File: config.mk
export PLATFORM = sky130hd
export DESIGN_NAME = demux4_stream
export DESIGN_NICKNAME = d
export VERILOG_FILES = /design/src/rtl/demux4_stream.sv
export SDC_FILE = /design/constraint.sdc
export NUM_CORES = 1
export LEC_CHECK = 0
export CAP_MARGIN = 20
export CORE_MARGIN = 1
export CORE_UTILIZATION = 45
export DETAILED_ROUTE_END_ITERATION = 16
export HOLD_SLACK_MARGIN = 0.05
export MAX_ROUTING_LAYER = met4
export PLACE_DENSITY = 0.76
export SLEW_MARGIN = 0
export SYNTH_ARGS = -nofsm -noshare
export SYNTH_HDL_FRONTEND = slang
export SYNTH_SLANG_ARGS = --single-unit
File: constraint.sdc
create_clock -name clk -period 2.8 [get_ports clk]
set_clock_uncertainty 0.2 [all_clocks]
set_input_delay 0.56 -clock clk [delete_from_list [all_inputs] [get_ports clk]]
set_output_delay 0.56 -clock clk [all_outputs]
set_load 0.1 [all_outputs]
File: src/rtl/demux4_stream.sv
// 1-to-4 stream demultiplexer: one input stream routed by in_sel into four 2-entry channel FIFOs.
// Latency: an accepted beat shows on out_valid[k] one cycle later when channel k was empty.
// Backpressure: in_ready drops only when the selected channel holds 2 entries; other channels are unaffected.
module demux4_stream #(
  parameter int W = 8
) (
  input  logic           clk,
  input  logic           rst_n,
  input  logic           in_valid,
  output logic           in_ready,
  input  logic [W-1:0]   in_data,
  input  logic [1:0]     in_sel,
  output logic [3:0]     out_valid,
  input  logic [3:0]     out_ready,
  output logic [4*W-1:0] out_data,
  output logic [3:0]     ch_full
);

  // Acceptance depends only on the registered fill level of the selected channel,
  // never on out_ready, so the producer sees no combinational path from consumers.
  assign in_ready = rst_n && !ch_full[in_sel];

  for (genvar k = 0; k < 4; k++) begin : g_ch
    logic [1:0]        cnt;
    logic [1:0]        cnt_nxt;
    logic              wr_ptr;
    logic              rd_ptr;
    logic              rd_nxt;
    logic [1:0][W-1:0] mem;
    logic [W-1:0]      head;
    logic              push;
    logic              pop;

    assign push = in_valid && in_ready && (in_sel == 2'(k));
    assign pop  = (cnt != 2'd0) && out_ready[k];

    // Next fill level and read pointer for this channel.
    always_comb begin
      cnt_nxt = cnt;
      rd_nxt  = rd_ptr;
      if (push && !pop) cnt_nxt = cnt + 2'd1;
      if (pop && !push) cnt_nxt = cnt - 2'd1;
      if (pop)          rd_nxt  = ~rd_ptr;
    end

    // FIFO storage, pointers and a registered head copy. The head register only
    // reloads while the channel will be non-empty, so an emptied channel keeps
    // presenting the last beat it delivered rather than a stale storage slot.
    always_ff @(posedge clk or negedge rst_n) begin
      if (!rst_n) begin
        cnt    <= 2'd0;
        wr_ptr <= 1'b0;
        rd_ptr <= 1'b0;
        mem    <= '0;
        head   <= '0;
      end else begin
        cnt    <= cnt_nxt;
        rd_ptr <= rd_nxt;
        if (push) begin
          mem[wr_ptr] <= in_data;
          wr_ptr      <= ~wr_ptr;
        end
        // The incoming beat becomes head when it lands in the slot the read
        // pointer will address next (empty push, or push+pop at count 1).
        if (cnt_nxt != 2'd0) begin
          if (push && (wr_ptr == rd_nxt)) head <= in_data;
          else                            head <= mem[rd_nxt];
        end
      end
    end

    assign out_valid[k]        = (cnt != 2'd0);
    assign ch_full[k]          = (cnt == 2'd2);
    assign out_data[k*W +: W]  = head;
  end

endmodule
==> qor.yml <==
syn_inst: 621
arrival_ns: 2.01
start_util_pct: 46.8
ys_seq_area_share_pct: 44.6
die_area_um2: 14500
ant_nets: 0
finalCritPeriodShare_pct: 98.9
cts_buffers: 9
htree_levels: 3
worst_slew_pin_slew_ns: 0.682
hpwl_mm: 11.0
syn_area_um2: 6290
firstDrtPassIters: 5
fp.dieH_um: 120
crit_type: "input port to output pin"
clkLatencyLatePin_ns: 0.36
grt_pass1_wl_mm: 26.4
grt_usage_pct: 24.0
vias: 5348
synthTopCellsByCount: "dfrtp_1 (112), mux2_2 (64), nor3_1 (56)"
place_inst: 863
critPathMaxFanout: 4
crit_chain: "clkdlybuf4s50_1 -> mux4_2 -> nor2b_4 -> buf_12"
wl_mm: 16.0
relSlewSlack_pct: 54.5
core_area_um2: 13500
first_iter_violations: 526
drive_gt1_share_pct: 29.4
cp.required_ns: 2.04
hold_viol: 0
final_nets: 724
synth_edf_count: 0
viasPerCell: 6.08
cp-start-kind: "input port"
num_antenna_cells: 0
nFillCells: 1142
slowest_delay_ns: 0.56
overflow: 0
ctsLongestPathBuffers: 2
ys_types: 60
yosys_most_used_dff: "dfrtp_1"
port_buffers: 57
min_path_type: "input port to asynchronous set/reset pin"
status: "complete, no violations"
clkTransAtPathRegs_ns: 0.08
first_global_vias: 5229
syn_nets: 646
clkSinkCount: 112
routedWlPerCell_um: 18.1
io_pins: 58
synth_most_common_cell: "dfrtp_1"
ys_warn_count: 0
cts_tree: "yes"
synthArstFlopShare_pct: 100
setup_violations: 0
synth-seq-cells: 112
fin_crit_ns: 2.77
synth_top_area_cell: "dfrtp_1"
antenna_found_initial: 0
synthTopCellsByArea: "dfrtp_1 (45%), mux2_2 (11%), nor3_1 (4.5%)"
drc: 0
end_kind: "output pin"
gp_congestion: 0.886
finalMaxSlewViolations: 0
grt_max_degree: 55
synth_top_area_share_pct: 44.6
root_buffer: "clkbuf_16"
max_freq_mhz: 361
tns_ns: 0
critPathSlowestCell: "mux4_2"
rsz0062_at_grt: "no"
area_delta_synth_final_pct: 20.2
drv_cap: 0
synth.avg_cell_area_um2: 10.1
fin_cells: 880
die_w_um: 120
rows: 42
==> area by class of cell <==
class,count,area (µm²),share of cell area (%)
Inverter,16,62.6,0.828
Clock inverter,6,68.8,0.911
Sequential cell,112,2800,37.1
Tap cell,176,220,2.91
Timing Repair Buffer,114,946,12.5
Clock buffer,10,229,3.03
Multi-Input combinational cell,446,3230,42.7
==> metal layers <==
metal / wire (µm) / vias up / track usage [%]
met4: 349 / 0 / 9.34
met5: 0 / - / -
met3: 865 / 35 / 4.76
met2: 7810 / 186 / 37.6
li1: - / 2456 / -
met1: 6930 / 2671 / 30.9
==> timing repair <==
action	4_1_cts	5_1_grt
setup endpoints to repair	0	3
buffers inserted	0	0
resized for setup	0	3
hold endpoints to repair	16	0
hold buffers	1	0
==> worst paths after layout <==
kind / startpoint / to / slack (ns) / depth (start not counted)
worst max-delay path: in_sel[0] / in_ready / 0.03 / 4
worst min-delay path: rst_n / g_ch[3].head[6] / 0.1 / 2
worst max register to register: g_ch[2].cnt[1] / g_ch[2].head[2] / 0.29 / 9
worst min register to register: g_ch[3].mem[11] / g_ch[3].mem[11] / 0.31 / 1
max in group asynchronous: rst_n / g_ch[0].cnt[1] / 1.26 / 3
min in group clk: g_ch[3].mem[11] / g_ch[3].mem[11] / 0.31 / 1
==> stage by stage <==
| step | instance area, µm² | hold WS, ns | util [%] | setup WS, ns |
|---|---|---|---|---|
| global route | 7560 | 0.141 | 56.2 | 0.000136 |
| floorplan | 6310 | 0.0644 | - | 0.112 |
| detailed placement | 7240 | 0.294 | 53.8 | 0.0246 |
| CTS | 7550 | 0.104 | 56.1 | 0.0236 |
| finish | 7560 | 0.0983 | 56.2 | 0.0316 |
| global placement | 7240 | 0.291 | 53.8 | 0.0433 |
==> state kept, by name (all words and copies together) (netlist names) <==
signal,cells
g_ch.rd_ptr,4
g_ch.head,32
g_ch.wr_ptr,4
g_ch.mem,64
g_ch.cnt,8
==> worst max-delay path, delay by kind of cell <==
family / cells / cell delay [ns]
mux: 1 / 0.56
simple gates: 1 / 0.16
buf+inv: 2 / 0.73
==> placed cells by master, fill, tap and decap left out, types with 10 or more instances in the layout <==
cell type        synthesis  final
clkdlybuf4s50_1          0     15
nor2_1                  51     51
nand2_1                 45     45
dfrtp_1                112    111
nor3_1                  56     56
o32ai_1                 14     14
a22o_1                  16     16
xnor2_1                 11     10
inv_1                   13     13
o32a_1                  14     14
a32oi_1                 10     10
o21a_1                  14     14
buf_4                    2     94
o31ai_1                 18     18
mux2_2                  64     64
nand3_1                 12     12
o21ai_0                 46     46
==> kinds of logic (layout without fill, tap and decap cells) <==
family	Yosys count	in the layout	share of synthesized area [%]
muxes	66	66	12.0
buffers and inverters	63	146	4.54
adders and majority gates	9	9	1.75
xor gates and xnor gates	14	14	2.31
DFF	112	112	44.6
AOI/OAI and AO/OA	160	160	19.3
and+or+nand+nor	197	197	15.5
Power is not shown: default switching activity piles up to over one toggle a cycle in this logic, so the estimate is an artifact.
